`src/rtl/rv_isa_pkg.sv`:
```
// RV32I encoding constants shared by the immediate extender and the instruction encoder.
package rv_isa_pkg;

    typedef enum logic [2:0] {
        FMT_I  = 3'd0,
        FMT_S  = 3'd1,
        FMT_B  = 3'd2,
        FMT_U  = 3'd3,
        FMT_J  = 3'd4,
        FMT_LI = 3'd5
    } fmt_e;

    typedef enum logic {
        ST_IDLE,
        ST_LI_LO
    } enc_state_e;

    localparam logic [6:0]  OPC_LUI   = 7'b0110111;
    localparam logic [6:0]  OPC_OPIMM = 7'b0010011;
    localparam logic [31:0] NOP_WORD  = 32'h00000013;

    function automatic logic [31:0] sext12(input logic [11:0] v);
        return {{20{v[11]}}, v};
    endfunction

endpackage

```
`src/rtl/imm_instr_encoder_if.sv`:
```
// Request/response stream bundle between the program generator, the encoder and the memory loader.
interface imm_instr_encoder_if #(
    parameter int WIDTH = 32
);
    logic             in_valid;
    logic             in_ready;
    logic [2:0]       in_fmt;
    logic [6:0]       in_opcode;
    logic [2:0]       in_funct3;
    logic [4:0]       in_rd;
    logic [4:0]       in_rs1;
    logic [4:0]       in_rs2;
    logic [WIDTH-1:0] in_imm;
    logic             out_valid;
    logic             out_ready;
    logic [WIDTH-1:0] out_instr;
    logic             out_last;
    logic             out_err;

    modport slave (
        input  in_valid, in_fmt, in_opcode, in_funct3, in_rd, in_rs1, in_rs2, in_imm, out_ready,
        output in_ready, out_valid, out_instr, out_last, out_err
    );

    modport master (
        output in_valid, in_fmt, in_opcode, in_funct3, in_rd, in_rs1, in_rs2, in_imm, out_ready,
        input  in_ready, out_valid, out_instr, out_last, out_err
    );
endinterface

```
`src/rtl/imm_field_packer.sv`:
```
// Combinational packer: scatters an immediate and register fields into one RV32I word and flags
// immediates that do not fit the chosen format.
module imm_field_packer
    import rv_isa_pkg::*;
(
    input  logic [2:0]  fmt,
    input  logic [6:0]  op,
    input  logic [2:0]  f3,
    input  logic [4:0]  rd,
    input  logic [4:0]  rs1,
    input  logic [4:0]  rs2,
    input  logic [31:0] imm,
    output logic [31:0] word,
    output logic        err
);

    logic signed [31:0] simm;

    assign simm = $signed(imm);

    always_comb begin
        word = NOP_WORD;
        err  = 1'b1;
        case (fmt)
            FMT_I: begin
                word = {imm[11:0], rs1, f3, rd, op};
                err  = (simm < -32'sd2048) || (simm > 32'sd2047);
            end
            FMT_S: begin
                word = {imm[11:5], rs2, rs1, f3, imm[4:0], op};
                err  = (simm < -32'sd2048) || (simm > 32'sd2047);
            end
            FMT_B: begin
                word = {imm[12], imm[10:5], rs2, rs1, f3, imm[4:1], imm[11], op};
                err  = (simm < -32'sd4096) || (simm > 32'sd4094) || imm[0];
            end
            FMT_U: begin
                word = {imm[31:12], rd, op};
                err  = (imm[11:0] != 12'd0);
            end
            FMT_J: begin
                word = {imm[20], imm[10:1], imm[11], imm[19:12], rd, op};
                err  = (simm < -32'sd1048576) || (simm > 32'sd1048574) || imm[0];
            end
            default: begin
                word = NOP_WORD;
                err  = 1'b1;
            end
        endcase
    end

endmodule

```
`src/rtl/imm_instr_encoder.sv`:
```
// Stream encoder: turns immediate/register requests into RV32I words with a registered output,
// expanding LI into LUI (+ ADDI when the low 12 bits are non-zero).
module imm_instr_encoder
    import rv_isa_pkg::*;
#(
    parameter int WIDTH = 32,
    parameter int CNT_W = 16
) (
    input  logic               clk,
    input  logic               rst_n,
    imm_instr_encoder_if.slave bus,
    output logic [CNT_W-1:0]   word_cnt
);

    enc_state_e       state_q, state_d;
    logic [WIDTH-1:0] instr_q, instr_d;
    logic             valid_q, valid_d;
    logic             last_q, last_d;
    logic             err_q, err_d;
    logic [11:0]      lo_q, lo_d;
    logic [4:0]       rd_q, rd_d;
    logic [CNT_W-1:0] cnt_q, cnt_d;

    logic        handoff;
    logic        accept;
    logic        is_li;
    logic        li_small;
    logic        li_lo_zero;
    logic [19:0] li_hi;

    logic [2:0]  pk_fmt;
    logic [6:0]  pk_op;
    logic [2:0]  pk_f3;
    logic [4:0]  pk_rd;
    logic [4:0]  pk_rs1;
    logic [4:0]  pk_rs2;
    logic [31:0] pk_imm;
    logic [31:0] pk_word;
    logic        pk_err;

    assign handoff      = valid_q & bus.out_ready;
    assign bus.in_ready = (state_q == ST_IDLE) & (~valid_q | bus.out_ready);
    assign accept       = bus.in_valid & bus.in_ready;

    assign is_li      = (bus.in_fmt == FMT_LI);
    assign li_small   = ($signed(bus.in_imm) >= -32'sd2048) && ($signed(bus.in_imm) <= 32'sd2047);
    assign li_lo_zero = (bus.in_imm[11:0] == 12'd0);
    // Adding imm[11] compensates for the ADDI sign-extending its 12-bit operand.
    assign li_hi      = bus.in_imm[31:12] + {19'd0, bus.in_imm[11]};

    always_comb begin
        pk_fmt = bus.in_fmt;
        pk_op  = bus.in_opcode;
        pk_f3  = bus.in_funct3;
        pk_rd  = bus.in_rd;
        pk_rs1 = bus.in_rs1;
        pk_rs2 = bus.in_rs2;
        pk_imm = bus.in_imm;
        if (state_q == ST_LI_LO) begin
            pk_fmt = FMT_I;
            pk_op  = OPC_OPIMM;
            pk_f3  = 3'd0;
            pk_rd  = rd_q;
            pk_rs1 = rd_q;
            pk_imm = sext12(lo_q);
        end else if (is_li) begin
            if (li_small) begin
                pk_fmt = FMT_I;
                pk_op  = OPC_OPIMM;
                pk_f3  = 3'd0;
                pk_rs1 = 5'd0;
            end else begin
                pk_fmt = FMT_U;
                pk_op  = OPC_LUI;
                pk_imm = {li_hi, 12'd0};
            end
        end
    end

    imm_field_packer u_packer (
        .fmt  (pk_fmt),
        .op   (pk_op),
        .f3   (pk_f3),
        .rd   (pk_rd),
        .rs1  (pk_rs1),
        .rs2  (pk_rs2),
        .imm  (pk_imm),
        .word (pk_word),
        .err  (pk_err)
    );

    always_comb begin
        state_d = state_q;
        instr_d = instr_q;
        valid_d = valid_q;
        last_d  = last_q;
        err_d   = err_q;
        lo_d    = lo_q;
        rd_d    = rd_q;
        cnt_d   = cnt_q + {{(CNT_W-1){1'b0}}, handoff};
        if (handoff) begin
            valid_d = 1'b0;
        end
        case (state_q)
            ST_IDLE: begin
                if (accept) begin
                    valid_d = 1'b1;
                    instr_d = pk_word;
                    err_d   = is_li ? 1'b0 : pk_err;
                    last_d  = ~is_li | li_small | li_lo_zero;
                    if (is_li & ~li_small & ~li_lo_zero) begin
                        state_d = ST_LI_LO;
                        lo_d    = bus.in_imm[11:0];
                        rd_d    = bus.in_rd;
                    end
                end
            end
            ST_LI_LO: begin
                if (handoff) begin
                    valid_d = 1'b1;
                    instr_d = pk_word;
                    last_d  = 1'b1;
                    err_d   = 1'b0;
                    state_d = ST_IDLE;
                end
            end
            default: state_d = ST_IDLE;
        endcase
    end

    always_ff @(posedge clk or negedge rst_n) begin
        if (!rst_n) begin
            state_q <= ST_IDLE;
            instr_q <= '0;
            valid_q <= 1'b0;
            last_q  <= 1'b0;
            err_q   <= 1'b0;
            lo_q    <= 12'd0;
            rd_q    <= 5'd0;
            cnt_q   <= '0;
        end else begin
            state_q <= state_d;
            instr_q <= instr_d;
            valid_q <= valid_d;
            last_q  <= last_d;
            err_q   <= err_d;
            lo_q    <= lo_d;
            rd_q    <= rd_d;
            cnt_q   <= cnt_d;
        end
    end

    assign bus.out_valid = valid_q;
    assign bus.out_instr = instr_q;
    assign bus.out_last  = last_q;
    assign bus.out_err   = err_q;
    assign word_cnt      = cnt_q;

endmodule

```
`src/flat_wrapper.sv`:
```
// flat-port wrapper written by rule: the top's interface ports become plain ports
module imm_instr_encoder_flat import rv_isa_pkg::*;
#(
    parameter int WIDTH = 32,
    parameter int CNT_W = 16
)
  (clk, rst_n, word_cnt, bus_in_valid, bus_in_fmt, bus_in_opcode, bus_in_funct3, bus_in_rd, bus_in_rs1, bus_in_rs2, bus_in_imm, bus_out_ready, bus_in_ready, bus_out_valid, bus_out_instr, bus_out_last, bus_out_err);
  imm_instr_encoder_if #(.WIDTH(WIDTH)) bus_i ();
  input  logic clk;
  input  logic rst_n;
  output logic [CNT_W-1:0] word_cnt;
  input wire logic [$bits(bus_i.in_valid)-1:0] bus_in_valid;
  input wire logic [$bits(bus_i.in_fmt)-1:0] bus_in_fmt;
  input wire logic [$bits(bus_i.in_opcode)-1:0] bus_in_opcode;
  input wire logic [$bits(bus_i.in_funct3)-1:0] bus_in_funct3;
  input wire logic [$bits(bus_i.in_rd)-1:0] bus_in_rd;
  input wire logic [$bits(bus_i.in_rs1)-1:0] bus_in_rs1;
  input wire logic [$bits(bus_i.in_rs2)-1:0] bus_in_rs2;
  input wire logic [$bits(bus_i.in_imm)-1:0] bus_in_imm;
  input wire logic [$bits(bus_i.out_ready)-1:0] bus_out_ready;
  output wire logic [$bits(bus_i.in_ready)-1:0] bus_in_ready;
  output wire logic [$bits(bus_i.out_valid)-1:0] bus_out_valid;
  output wire logic [$bits(bus_i.out_instr)-1:0] bus_out_instr;
  output wire logic [$bits(bus_i.out_last)-1:0] bus_out_last;
  output wire logic [$bits(bus_i.out_err)-1:0] bus_out_err;
  assign bus_i.in_valid = bus_in_valid;
  assign bus_i.in_fmt = bus_in_fmt;
  assign bus_i.in_opcode = bus_in_opcode;
  assign bus_i.in_funct3 = bus_in_funct3;
  assign bus_i.in_rd = bus_in_rd;
  assign bus_i.in_rs1 = bus_in_rs1;
  assign bus_i.in_rs2 = bus_in_rs2;
  assign bus_i.in_imm = bus_in_imm;
  assign bus_i.out_ready = bus_out_ready;
  assign bus_in_ready = bus_i.in_ready;
  assign bus_out_valid = bus_i.out_valid;
  assign bus_out_instr = bus_i.out_instr;
  assign bus_out_last = bus_i.out_last;
  assign bus_out_err = bus_i.out_err;
  imm_instr_encoder #(.WIDTH(WIDTH), .CNT_W(CNT_W)) u_core (.clk(clk), .rst_n(rst_n), .bus(bus_i), .word_cnt(word_cnt));
endmodule
```
`config.mk`:
```
export PLATFORM = sky130hd
export DESIGN_NAME = imm_instr_encoder_flat
export DESIGN_NICKNAME = d
export VERILOG_FILES = /design/src/rtl/rv_isa_pkg.sv /design/src/rtl/imm_instr_encoder_if.sv /design/src/rtl/imm_field_packer.sv /design/src/rtl/imm_instr_encoder.sv /design/src/flat_wrapper.sv
export SDC_FILE = /design/constraint.sdc
export NUM_CORES = 1
export LEC_CHECK = 0
export BUFFER_PORTS_ARGS = -buffer_cell sky130_fd_sc_hd__buf_2
export CORE_ASPECT_RATIO = 0.75
export CORE_MARGIN = 4
export CORE_UTILIZATION = 39
export DETAILED_ROUTE_END_ITERATION = 16
export GPL_TIMING_DRIVEN = 1
export PLACE_DENSITY = 0.6
export REMOVE_ABC_BUFFERS = 1
export SKIP_LAST_GASP = 1
export SYNTH_ARGS = -nofsm -noshare
export SYNTH_HDL_FRONTEND = slang
export SYNTH_SLANG_ARGS = --single-unit
```
`constraint.sdc`:
```
create_clock -name clk -period 4.3 [get_ports clk]
set_clock_uncertainty 0.15 [all_clocks]
set_input_delay 0.215 -clock clk [delete_from_list [all_inputs] [get_ports clk]]
set_output_delay 0.215 -clock clk [all_outputs]
set_load 0.01 [all_outputs]
```
# After elaboration in Yosys (flattened, before gate mapping)
# Cells that the tools add are included.
[word_totals]
reg_bits = 69
[op_classes]
addsub = 2
n_lt_le_gt_ge = 8
eq_ne = 7
n_mux = 36
n_bitwise = 13
n_reduce_logical = 12
[op_table]
columns = ["cell", "n"]
rows = [
  ["two-way mux 32 bit", 5],
  ["one-hot mux 32 bit (5 select lines)", 1],
  ["one-hot mux 32 bit (2 select lines)", 1],
  ["greater-or-equal comparator 32 x 12 -> 1 bit, second input constant", 1],
  ["> comparator 32 x 12 -> 1 bit, second input constant", 1],
  ["> comparator 32 x 13 -> 1 bit, second input constant", 1],
  ["> comparator 32 x 21 -> 1 bit, second input constant", 1],
  ["less-or-equal comparator 32 x 12 -> 1 bit, second input constant", 1],
  ["< comparator 32 x 12 -> 1 bit, second input constant", 1],
  ["< comparator 32 x 13 -> 1 bit, second input constant", 1],
  ["< comparator 32 x 21 -> 1 bit, second input constant", 1],
  ["adder 20 x 1 -> 20 bit", 1],
  ["two-way mux 5 bit", 4],
  ["adder 16 x 1 -> 16 bit", 1],
  ["two-way mux 3 bit", 5],
  ["two-way mux 7 bit", 2],
  ["logical NOT 12 bit", 1],
  ["nonzero test 12 bit", 1],
  ["two-way mux 1 bit", 11],
  ["one-hot mux 1 bit (2 select lines)", 4],
  ["== test 3 x 2 -> 1 bit, second input constant", 2],
  ["== test 3 bit, second input constant", 2],
  ["two-way mux 6 bit", 1],
  ["bitwise AND 1 bit", 5],
  ["13 further kinds", 23],
]

# Depth between registers and ports, before layout
# Gate-level depths: netlist of the first run.
[logic_depth]
word_depth = 12
ltp_mapped = 14
mapped_depth_nobuf = 11

# By module
# From an unflattened synthesis of the first run, not the netlist that was laid out.
[unflattened]
hier_cells = 535
area_unflattened_um2 = 4899.7
[modules_own_cells]
columns = ["module", "n_inst", "cells_per_inst", "area_each_um2"]
rows = [
  ["imm_instr_encoder", 1, 393, 3911.3],
  ["imm_field_packer", 1, 142, 988.4],
]

# Least setup slack after synthesis of the first run
# OpenSTA, ideal clock, no wires.
[synth_path]
kind = "input-to-reg"
start = "input bus_in_imm[11]"
end = "register u_core.err_q (netlist: u_core.bus.out_err)"
setup_time_ps = 134
arrival_ps = 2897
required_time_ps = 4016
slack_ps = 1118
path_stages = 11
cell_sequence = "ha_1 > ha_1 > nand4_2 > nor3b_4 > and4_1 > mux2_2 > nor4_2 > a31oi_1 > or4_1 > a221oi_1 > a22oi_1"
[synth_via]
elab_chain_len = 12
word_cells_on_any_way = 32
classes_between = "add/sub: 1; order compare: 8; eq/ne: 4; mux: 10; reduce/logical: 9"
[synth_rtl]
columns = ["element", "line_no", "rtl"]
rows = [
  ["start, declared", "flat_wrapper.sv:19", "input wire logic [$bits(bus_i.in_imm)-1:0] bus_in_imm;"],
  ["greater-or-equal comparator 32 x 12 -> 1 bit or less-or-equal comparator 32 x 12 -> 1 bit (tied branches)", "imm_instr_encoder.sv:46", "assign li_small = ($signed(bus.in_imm) >= -32'sd2048) && ($signed(bus.in_imm) <= 32'sd2047);"],
  ["logical AND 1 bit", "imm_instr_encoder.sv:46", ""],
  ["two-way mux 32 bit", "imm_instr_encoder.sv:67", "if (li_small) begin"],
  ["two-way mux 32 bit", "imm_instr_encoder.sv:66", "end else if (is_li) begin"],
  ["two-way mux 32 bit", "imm_instr_encoder.sv:59", "if (state_q == ST_LI_LO) begin"],
  ["< comparator 32 x 21 -> 1 bit (tied with other cells)", "imm_field_packer.sv:43", "err = (simm < -32'sd1048576) || (simm > 32'sd1048574) || imm[0];"],
  ["logical OR 1 bit (on tied branches) (2 in a row)", "imm_field_packer.sv:43, imm_field_packer.sv:35", ""],
  ["one-hot mux 1 bit (4 select lines) (*)", "imm_field_packer.sv:24", "case (fmt)"],
  ["two-way mux 1 bit (*)", "imm_instr_encoder.sv:109", "err_d = is_li ? 1'b0 : pk_err;"],
  ["two-way mux 1 bit (*)", "imm_instr_encoder.sv:106", "if (accept) begin"],
  ["one-hot mux 1 bit (2 select lines) (*)", "imm_instr_encoder.sv:104", "case (state_q)"],
  ["end signal, assigned", "imm_instr_encoder.sv:146", "err_q <= err_d;"],
  ["end, declared", "imm_instr_encoder.sv:19", "logic err_q, err_d;"],
]
# Every way passes the cells marked *; elsewhere a longest branch is shown, timed or not. The select of a mux whose other input is x is not followed.
# A chain may end at the register's enable or synchronous reset.

# Worst setup path after layout of the first run
# Same ends and word-level chain as after synthesis.

==> summary.md, run 1 <==
| Metric | Value |
|---|---|
| Post-DRT Antenna Nets | `0` |
| Number of DRC markers in iteration 0 | `445` |
| Met3 wire len | `just over 1000 microns` |
| WL final | `14100 microns` |
| Status | `finished, final reports clean` |
| Internal power | `roughly 1.8 mW` |
| Yosys reg bits | `roughly 70` |
| Total die area | `about 13000 sq um` |
| CTS Buf Count | `9` |
| Total clock sinks | `69` |
| Top Ports | `116` |
| Critical Path Fanout Max | `10` |
| Root Driver | `clkbuf_16` |
| CP most frequent cell | `ha_1` |
| Post-synthesis cell type count | `between 60 and 70` |
| Die width | `between 100 and 150 microns` |
| Wire per inst | `around 18 microns` |
| Max H-tree Level | `3` |
| FP Rows | `33` |
| Critical Path AT | `around 3600 ps` |
| Total power | `~2.7 mW` |
| DP Worst Slack | `518 ps` |
| CP Cell Sequence | `buf_2, ha_1, ha_1, nand4_2, nor3b_4, and4_1, mux2_2, nor4_2, a31oi_1, or4_1, a221oi_1, a22oi_1` |
| Synth Instances | `around 510` |
| Core area | `around 11000 sq um` |
| DR WL met2 | `approximately 6000 microns` |
| Per-instance average area after synthesis | `just under 9 sq um` |
| Setup tns final | `0 ps` |
| GRT Util Overall | `0.214` |
| Setup CP Type | `input pin to flip-flop` |
| Slowest stage delay, CP | `between 500 and 600 ps` |
| Worst-Skew Late Latency | `340 ps` |
| Vias/cell | `roughly 5.7` |
| Setup violations, final | `0` |
| Prevailing post-synth register cell | `dfrtp_1` |
| Setup repair after global routing missed its margin | `false` |
| CTS tree | `done` |
| Clock network fraction of design power | `0.288` |
| Post-route cell area | `5630 sq um` |
| Vias | `roughly 4400` |
| Remaining DRCs | `0` |
| Initial core utilization | `0.404` |
| Die Height | `around 100 microns` |
| Worst Setup Slack, final | `roughly 780 ps` |
| Largest net degree at the start of global routing | `40` |
| Nets | `699` |
| Rel. slew slack | `0.293` |
| Port bufs | `115` |
| Slew @ Worst Pin | `1050 ps` |
| Post-synthesis sequential area ratio | `0.385` |
| PostCTS Resize Cnt | `0` |
| Fin crit share | `0.819` |
| Final Hold Fails | `0` |
| Clk buf depth | `2` |
| Register area | `1730 sq um` |
| Footprint of the multi-input gates | `between 2000 and 3000 sq um` |
| Number of global-route vias before repair | `approximately 4200` |
| EDFF count, synth | `0` |
| Worst hold path type | `input pin to flip-flop` |
| WP data required | `4360 ps` |
| NetSw | `about 0.95 mW` |
| Min Clock Period, post-route | `between 3000 and 4000 ps` |
| Total grt overflow | `0` |
| Slowest stage cell, crit path | `or4_1` |
| GPL Wtd Cong | `0.949` |
| F_max | `284 MHz` |
| Share of layout cells above drive strength 1 | `0.278` |
| Highest metal used | `met4` |
| Switching share of power | `0.350` |
| Layout area overhead | `25.3%` |
| PD cells | `slightly below 500 nW/um^2` |
| FFs w/ async S/R, synth | `1.00` |
| Number of max-cap violations | `0` |
| Fillers | `1061` |
| Post-placement cell area | `between 5000 and 6000 sq um` |
| Slew Viols, Final | `0` |
| Antenna violations before repair | `0` |
| Leak pwr | `between 2 and 2.5 nW` |
| Combinational group share of total power | `0.324` |
| Worst Setup End Kind | `flip-flop` |
| Total number of yosys warnings | `0` |
| Startpoint class of the critical path | `input pin` |
| Detailed Routing Iterations Pass 1 | `5` |
| Worst IR Drop VDD | `about 0.27 mV` |
| Post-DP HPWL | `~11000 microns` |
| Mapped cell area | `approximately 4500 sq um` |
| Inserted Diodes | `0` |
| Met1 WL | `6970 microns` |
| Global-route wire length before repair | `22800 microns` |
| Clock transition at the registers of the reported paths | `around 50 ps` |
| Seq pwr share | `0.388` |
[synth_stat cells, drive strengths merged (6+ instances only)]
cell type / count / area share
dfrtp: 69 / 0.38
nand2: 64 / 0.053
nor2: 47 / 0.039
a21oi: 31 / 0.035
nor3: 23 / 0.029
o21ai: 21 / 0.023
mux2: 20 / 0.050
xnor2: 20 / 0.039
clkbuf: 19 / 0.016
nand3: 17 / 0.019
nor4: 17 / 0.028
buf: 15 / 0.020
and3: 11 / 0.015
a31oi: 9 / 0.013
inv: 9 / 0.0075
a222oi: 8 / 0.018
nand4: 8 / 0.019
and2: 7 / 0.0098
nor2b: 7 / 0.0098
xor2: 7 / 0.014
a22oi: 6 / 0.010
[kinds of logic after synthesis]
kind of cell               share of synthesized area
and+or+nand+nor                                0.263
AOI/OAI and AO/OA                              0.188
DFF                                            0.385
buffers and inverters                         0.0437
xor gates and xnor gates                      0.0527
muxes                                         0.0568
adders and majority gates                     0.0111
[per-layer routing]
| layer | up-vias | track usage |
|---|---|---|
| met3 | 14 | 0.0559 |
| met5 | - | 0 |
| met2 | 160 | 0.302 |
| met4 | 0 | 0.0468 |
| met1 | 2127 | 0.326 |
| li1 | 2143 | - |
[final timing paths]
check	start	slack, ps	endpoint	depth (start not counted)
hold reg to reg	u_core.word_cnt[15]$_DFF_PN0_	320	u_core.word_cnt[15]$_DFF_PN0_	1
setup reg to reg	u_core.state_q$_DFF_PN0_	1330	u_core.lo_q[6]$_DFFE_PN0P_	6
hold / removal	bus_in_imm[1]	3	u_core.lo_q[1]$_DFFE_PN0P_	2
max in group asynchronous	rst_n	2680	u_core.bus.out_instr[18]$_DFFE_PN0P_	3
setup / recovery	bus_in_imm[11]	780	u_core.bus.out_err$_DFFE_PN0P_	12
min in group asynchronous	rst_n	390	u_core.bus.out_last$_DFFE_PN0P_	2
[area by class of cell]
class	count	share of cell area
multi-input combinational	401	0.456
sequential	69	0.307
clock inverter	6	0.0156
clock buffer	10	0.0407
tap	140	0.0311
timing repair buffer	141	0.143
inverter	9	0.00600
[registers in the layout, indices dropped and copies added, names as in the netlist]
name                  count
u_core.bus.out_instr     32
u_core.word_cnt          16
u_core.lo_q              12
u_core.rd_q               5
u_core.bus.out_err        1
u_core.bus.out_last       1
u_core.bus.out_valid      1
u_core.state_q            1
[worst max-delay path, delay by kind of cell]
kind                       cells  cell delay, ps
AOI/OAI and AO/OA              3             580
buffers and inverters          1             180
adders and majority gates      2             510
and+or+nand+nor                5            1730
muxes                          1             350
[power groups by stage]
| stage | clock network (mW) | logic (mW) | registers (mW) |
|---|---|---|---|
| after floorplan | 0 | 0.413 | 1.11 |
| after global placement | 0 | 0.865 | 1.05 |
| after detailed placement | 0 | 0.876 | 1.06 |
| after CTS | 0.800 | 0.887 | 1.05 |
| after global routing | 0.831 | 0.978 | 1.09 |
| final | 0.784 | 0.881 | 1.06 |
[placed cells by master (no fill, tap or decap), drive strengths merged, types with 4 or more instances in the layout]
| cell | synthesis | routed |
|---|---|---|
| a211oi | 5 | 5 |
| a21oi | 31 | 31 |
| a222oi | 8 | 8 |
| a22oi | 6 | 6 |
| a31oi | 9 | 9 |
| and2 | 7 | 7 |
| and3 | 11 | 11 |
| buf | 15 | 127 |
| clkbuf | 19 | 10 |
| clkinv | 0 | 4 |
| dfrtp | 69 | 69 |
| dlygate4sd3 | 0 | 14 |
| ha | 4 | 4 |
| inv | 9 | 9 |
| mux2 | 20 | 20 |
| nand2 | 64 | 64 |
| nand3 | 17 | 17 |
| nand4 | 8 | 8 |
| nor2 | 47 | 47 |
| nor2b | 7 | 7 |
| nor3 | 23 | 23 |
| nor4 | 17 | 17 |
| nor4b | 4 | 4 |
| o21a | 5 | 5 |
| o21ai | 21 | 21 |
| o31ai | 4 | 4 |
| or3 | 5 | 5 |
| xnor2 | 20 | 20 |
| xor2 | 7 | 7 |
[per-stage QoR]
| step | utilization | hold slack, ps | std cells |
|---|---|---|---|
| after floorplan | - | -231 | 479 |
| after global placement | 0.465 | 233 | 746 |
| after detailed placement | 0.465 | 224 | 746 |
| after CTS | 0.507 | 1.05 | 776 |
| after global routing | 0.507 | 5.14 | 776 |
| final | 0.507 | 3.01 | 776 |
[what timing repair did]
action,in CTS,in global routing
buffers inserted,0,0
hold endpoints to repair,51,0
setup endpoints to repair,0,0
hold buffers,14,0
No activity file was read; power rests on OpenSTA's default activity.
==> run 2: changes to the inputs <==
==> constraint.sdc (replaced) <==
create_clock -name clk -period 3.6 [get_ports clk]
set_clock_uncertainty 0.15 [all_clocks]
set_input_delay 0.18 -clock clk [delete_from_list [all_inputs] [get_ports clk]]
set_output_delay 0.18 -clock clk [all_outputs]
set_load 0.01 [all_outputs]
==> summary.md, run 2 (same netlist as run 1, synthesis figures left out) <==
| Metric | Value |
|---|---|
| Worst Setup End Kind | `flip-flop` |
| R2r startpoint | `u_core.state_q$_DFF_PN0_` |
| Total power | `3.26 mW (+20%)` |
| Setup violations, final | `0 (unchanged)` |
| Worst hold path type | `input pin to flip-flop` |
| Worst IR Drop VDD | `0.292 mV (+6.8%)` |
| Fin crit share | `0.893` |
| Die Height | `101 microns (unchanged)` |
| Slowest stage cell, crit path | `or4_1` |
| Leak pwr | `2.61 nW (+5.1%)` |
| WP buf/inv | `1 (unchanged)` |
| Setup CP Type | `input pin to flip-flop` |
| PD cells | `556 nW/um^2 (+15%)` |
| Wire per inst | `18.3 microns (+0.41%)` |
| PostCTS Resize Cnt | `0 (unchanged)` |
| Number of DRC markers in iteration 0 | `525 (+18%)` |
| FP Rows | `33 (unchanged)` |
| Rel. slew slack | `0.421 (+0.128)` |
| Total grt overflow | `0 (unchanged)` |
| Total die area | `13300 sq um (unchanged)` |
| Setup tns final | `0 ps (unchanged)` |
| Share of layout cells above drive strength 1 | `0.291 (+0.0124)` |
| WP data required | `3650 ps (-710 ps)` |
| Fillers | `1044 (-1.6%)` |
| Slew @ Worst Pin | `869 ps (-183 ps)` |
| WL final | `14700 microns (+4.0%)` |
| Slowest stage delay, CP | `570 ps (-20 ps)` |
| Status | `finished, final reports clean` |
| Most frequent cells in the layout | `115 x buf_2, 68 x dfrtp_1, 64 x nand2_1` |
| Critical Path AT | `3260 ps (-320 ps)` |
| F_max | `311 MHz` |
| Worst-Skew Late Latency | `330 ps (about the same)` |
| Inserted Diodes | `0 (unchanged)` |
| Antenna violations before repair | `0 (unchanged)` |
| Total clock sinks | `69 (unchanged)` |
| Post-DP HPWL | `11300 microns (+4.8%)` |
| Final Hold Fails | `0 (unchanged)` |
| Top Ports | `116 (unchanged)` |
| Number of max-cap violations | `0 (unchanged)` |
| Startpoint class of the critical path | `input pin` |
| Clk buf depth | `2 (unchanged)` |
| Min Clock Period, post-route | `around 3200 ps` |
| CTS tree | `done` |
| Nets | `727 (+4.0%)` |
| Largest net degree at the start of global routing | `40 (unchanged)` |
| Leading cell type in the layout, fill and taps excluded | `buf_2` |
| Slew Viols, Final | `0 (unchanged)` |
| CP most frequent cell | `ha_1` |
| HP Start | `bus_in_opcode[5]` |
| Detailed Routing Iterations Pass 1 | `6 (+1)` |
| Vias/cell | `5.75 (+0.32%)` |
| CTS Buf Count | `9 (unchanged)` |
| Largest register FFs | `32 (unchanged)` |
| Die width | `132 microns (unchanged)` |
| Max H-tree Level | `3 (unchanged)` |
| Clock transition at the registers of the reported paths | `60 ps (about the same)` |
| Core area | `11100 sq um (unchanged)` |
| Setup repair after global routing missed its margin | `false` |
| CP Cell Sequence | `buf_2, ha_1, ha_1, nand4_2, nor3b_4, and4_1, mux2_2, nor4_2, a31oi_1, or4_1, a221oi_1, a22oi_1` |
| Number of global-route vias before repair | `4347 (+2.5%)` |
| Layout area overhead | `30.6%` |
| Global-route wire length before repair | `23600 microns (+3.5%)` |
| GRT Util Overall | `0.222 (+0.00752)` |
| Root Driver | `clkbuf_16` |
| Initial core utilization | `0.404 (unchanged)` |
| GPL Wtd Cong | `0.893 (-5.9%)` |
| Port bufs | `115 (unchanged)` |
| Vias | `4619 (+3.9%)` |
| Post-DRT Antenna Nets | `0 (unchanged)` |
| Remaining DRCs | `0 (unchanged)` |
| CP startpoint | `bus_in_imm[12]` |
| Util after Layout | `0.528 (+0.0213)` |
| CP delay by family, top | `simple AND/OR/NAND/NOR gates` |
| Critical Path Fanout Max | `5 (-5)` |
[run 2: cell types whose count changed in the layout (fill, tap and decap cells not counted), sizes merged]
cell	delta
clkbuf	+3
buf	+16
dlygate4sd3	+12
bufinv	-1
clkinvlp	+1
clkinv	-3
[run 2: cell type report]
class | instances | area (sq um) | area share
Sequential cell | 69 | 1730 | 0.295
Multi-Input combinational cell | 401 | 2570 | 0.438
Clock inverter | 3 | 42.5 | 0.00726
Tap cell | 140 | 175 | 0.0299
Inverter | 9 | 33.8 | 0.00576
Clock buffer | 13 | 270 | 0.0461
Timing Repair Buffer | 169 | 1050 | 0.178
[run 2: power breakdown]
part | internal [mW] | switching (mW)
logic | 0.485 | 0.609
clock network | 0.592 | 0.322
registers | 1.05 | 0.206
total | 2.12 | 1.14
[run 2: worst register-to-register path, stage by stage (launching register included)]
cell and delay (ps):
dfrtp_2 730, nor2b_1 120, mux2_2 310, nor4_2 300
a31oi_1 170, or4_1 570, a221oi_1 260, a22oi_1 100
[run 2: timing repair]
| item | 4_1_cts | 5_1_grt |
|---|---|---|
| hold buffers | 26 | 0 |
| setup endpoints to repair | 0 | 0 |
| setup buffers | 0 | 0 |
| endpoints found under the hold margin | 62 | 0 |
[run 2: worst paths after layout]
path	cells after the start	to	slack, ps
setup / recovery	12	u_core.bus.out_err$_DFFE_PN0P_	380
hold / removal	4	u_core.bus.out_instr[5]$_DFFE_PN0P_	20
setup reg to reg	7	u_core.bus.out_err$_DFFE_PN0P_	760
hold reg to reg	1	u_core.word_cnt[15]$_DFF_PN0_	330
max in group asynchronous	3	u_core.bus.out_instr[0]$_DFFE_PN0P_	2140
min in group asynchronous	2	u_core.bus.out_instr[21]$_DFFE_PN0P_	370
[run 2: layer usage]
layer | wire length, microns | track usage | vias to the layer above
li1 | - | - | 2198
met1 | 7090 | 0.334 | 2228
met3 | 1070 | 0.0509 | 12
met2 | 6410 | 0.326 | 181
met4 | 107 | 0.0412 | 0
met5 | 0 | 0 | -
[run 2: metrics by stage]
step / setup slack [ps] / instance area [sq um] / hold slack, ps / cells
2_1_floorplan: 176 / 4330 / -266 / 479
3_3_place_gp: 129 / 5290 / 185 / 762
3_5_place_dp: 109 / 5290 / 197 / 762
4_1_cts: 449 / 5860 / 1.99 / 804
5_1_grt: 241 / 5860 / 37.1 / 804
6_report: 384 / 5860 / 15.0 / 804
==> run 3: changes to the inputs <==
--- a/config.mk
+++ b/config.mk
@@ -6,12 +6,14 @@
 export NUM_CORES = 1
 export LEC_CHECK = 0
 export BUFFER_PORTS_ARGS = -buffer_cell sky130_fd_sc_hd__buf_2
-export CORE_ASPECT_RATIO = 0.75
+export CELL_PAD_IN_SITES_DETAIL_PLACEMENT = 1
+export CELL_PAD_IN_SITES_GLOBAL_PLACEMENT = 2
+export CORE_ASPECT_RATIO = 1.1
 export CORE_MARGIN = 4
-export CORE_UTILIZATION = 39
+export CORE_UTILIZATION = 31
 export DETAILED_ROUTE_END_ITERATION = 16
 export GPL_TIMING_DRIVEN = 1
-export PLACE_DENSITY = 0.6
+export PLACE_DENSITY = 0.78
 export REMOVE_ABC_BUFFERS = 1
 export SKIP_LAST_GASP = 1
 export SYNTH_ARGS = -nofsm -noshare
==> summary.md, run 3 (same netlist as run 1, synthesis figures left out) <==
| Metric | Value |
|---|---|
| Status | `finished, final reports clean` |
| Die width | `123 microns (-6.9%)` |
| Rel. slew slack | `0.407 (-0.0137)` |
| Layout area overhead | `32.9%` |
| Hold Path End | `u_core.bus.out_instr[2]$_DFFE_PN0P_` |
| Remaining DRCs | `0 (unchanged)` |
| FP Rows | `45 (+36%)` |
| Most frequent cells in the layout | `115 x buf_2, 68 x dfrtp_1, 64 x nand2_1` |
| Post-DRT Antenna Nets | `0 (unchanged)` |
| CTS tree | `done` |
| PostCTS Resize Cnt | `0 (unchanged)` |
| Seq pwr share | `0.376 (-0.008)` |
| Worst IR Drop VDD | `0.235 mV (-19%)` |
| Combinational group share of total power | `0.337 (+0.002)` |
| Setup repair after global routing missed its margin | `false` |
| GRT Util Overall | `0.203 (-0.0191)` |
| Number of global-route vias before repair | `4953 (+14%)` |
| PD cells | `558 nW/um^2 (+0.43%)` |
| Largest register FFs | `32 (unchanged)` |
| Top Ports | `116 (unchanged)` |
| Post-placement cell area | `5400 sq um (+2.1%)` |
| Setup slack, reg-to-reg | `580 ps (-180 ps)` |
| Post-route cell area | `5970 sq um (+1.8%)` |
| Clock transition at the registers of the reported paths | `60 ps (about the same)` |
| Worst Setup End Kind | `flip-flop` |
| Leak pwr | `2.64 nW (+1.1%)` |
| Total die area | `16500 sq um (+24%)` |
| Min Clock Period, post-route | `3200 ps (-14.8 ps)` |
| CTS Buf Count | `9 (unchanged)` |
| Setup violations, final | `0 (unchanged)` |
| Port bufs | `115 (unchanged)` |
| Die Height | `134 microns (+33%)` |
| Critical Path Fanout Max | `9 (+4)` |
| Startpoint class of the critical path | `input pin` |
| Nets | `733 (+0.83%)` |
| F_max | `312 MHz (+0.46%)` |
| GPL Wtd Cong | `0.840 (-5.9%)` |
| Slew Viols, Final | `0 (unchanged)` |
| FF-to-FF End | `u_core.bus.out_err$_DFFE_PN0P_` |
| Vias/cell | `5.42 (-5.7%)` |
| Slew @ Worst Pin | `890 ps (+20.6 ps)` |
| Number of max-cap violations | `0 (unchanged)` |
| Wire per inst | `19.2 microns (+5.1%)` |
| Inserted Diodes | `0 (unchanged)` |
| Leading cell type in the layout, fill and taps excluded | `buf_2` |
| R2r startpoint | `u_core.state_q$_DFF_PN0_` |
| Largest net degree at the start of global routing | `39 (-2.5%)` |
| Number of DRC markers in iteration 0 | `273 (-48%)` |
| Critical Path AT | `3250 ps (about the same)` |
| Max H-tree Level | `3 (unchanged)` |
| Initial core utilization | `0.320 (-0.0840)` |
| Antenna violations before repair | `0 (unchanged)` |
| Post-DP HPWL | `12500 microns (+11%)` |
| HP Start | `bus_in_opcode[2]` |
| Setup tns final | `0 ps (unchanged)` |
| Cells on worst reg2reg path | `8 (+1)` |
| Global-route wire length before repair | `26400 microns (+12%)` |
| Detailed Routing Iterations Pass 1 | `5 (-1)` |
| Worst hold path type | `input pin to flip-flop` |
| Switching share of power | `0.352 (+0.00334)` |
| Vias | `4643 (+0.52%)` |
| Internal power | `2.16 mW (+1.7%)` |
| WP data required | `3650 ps (about the same)` |
| Total grt overflow | `0 (unchanged)` |
| Final Hold Fails | `0 (unchanged)` |
| Root Driver | `clkbuf_16` |
| Fin crit share | `0.889 (-0.00410)` |
| Core area | `14000 sq um (+26%)` |
| Total clock sinks | `69 (unchanged)` |
| Clock network fraction of design power | `0.287 (+0.007)` |
| NetSw | `1.17 mW (+3.2%)` |
| WL final | `16400 microns (+12%)` |
| Setup CP Type | `input pin to flip-flop` |
| Worst-Skew Late Latency | `330 ps (about the same)` |
| Hold Crit Depth | `4 (unchanged)` |
| Share of layout cells above drive strength 1 | `0.297 (+0.00680)` |
| Clk buf depth | `2 (unchanged)` |
## run 3: changes by cell type in the layout (fill, tap and decap cells not counted), sizes merged
cell / previous run / this run
buf: 143 / 150
clkbuf: 13 / 11
bufinv: 1 / 2
dlygate4sd3: 26 / 25
## run 3: stage by stage
step / hold slack [ps] / power [mW] / util / instances / worst slack, ps
final: 19.5 / 3.33 / 0.426 / 857 / 399
after global routing: 40.3 / 3.54 / 0.426 / 857 / 162
after CTS: 14.8 / 3.37 / 0.426 / 857 / 425
after detailed placement: 202 / 2.37 / 0.385 / 817 / 57.3
after global placement: 191 / 2.33 / 0.385 / 817 / 147
after floorplan: -266 / 1.82 / - / 479 / 176
## run 3: per-layer routing
layer  routed length [microns]  track usage  vias up
met1                      7360        0.262     2295
met5                         0            0        -
met4                       296       0.0722        0
li1                          -            -     2209
met2                      8150        0.345      115
met3                       644       0.0245       24
## run 3: worst max path at each step
stage | start | endpoint | slack, ps | cells past startpoint
floorplan | u_core.state_q$_DFF_PN0_ | u_core.bus.out_err$_DFFE_PN0P_ | 180 | 9
global placement | bus_in_imm[11] | u_core.bus.out_err$_DFFE_PN0P_ | 150 | 12
detailed placement | bus_in_imm[11] | u_core.bus.out_err$_DFFE_PN0P_ | 60 | 13
CTS | bus_in_imm[11] | u_core.bus.out_err$_DFFE_PN0P_ | 420 | 13
global route | bus_in_imm[11] | u_core.bus.out_err$_DFFE_PN0P_ | 160 | 13
finish | bus_in_imm[11] | u_core.bus.out_err$_DFFE_PN0P_ | 400 | 13
## run 3: power groups by stage
stage          Combinational, mW  Clock [mW]  Sequential, mW
2_1_floorplan              0.493           0            1.32
3_3_place_gp                1.08           0            1.25
3_5_place_dp                1.11           0            1.27
4_1_cts                     1.14       0.975            1.26
5_1_grt                     1.24        1.01            1.29
6_report                    1.12       0.955            1.25
## run 3: layout make-up
class / count / area (sq um)
Fill cell: 1680 / 8050
Tap cell: 188 / 235
Multi-Input combinational cell: 401 / 2570
Clock inverter: 4 / 72.6
Clock buffer: 11 / 243
Inverter: 9 / 33.8
Timing Repair Buffer: 175 / 1090
Sequential cell: 69 / 1730
## run 3: worst max-delay path: stages
cell and delay, ps:
buf_2 190, ha_1 240, ha_1 260, nand4_2 170, nor3b_4 220, buf_4 180
a311oi_1 110, a41o_1 280, nor4_2 290, a31oi_1 170, or4_1 580, a221oi_1 280
a22oi_1 100
## run 3: what timing repair did
action / in CTS / in global routing
buffers inserted: 0 / 0
hold buffers: 25 / 0
endpoints found under the hold margin: 60 / 0
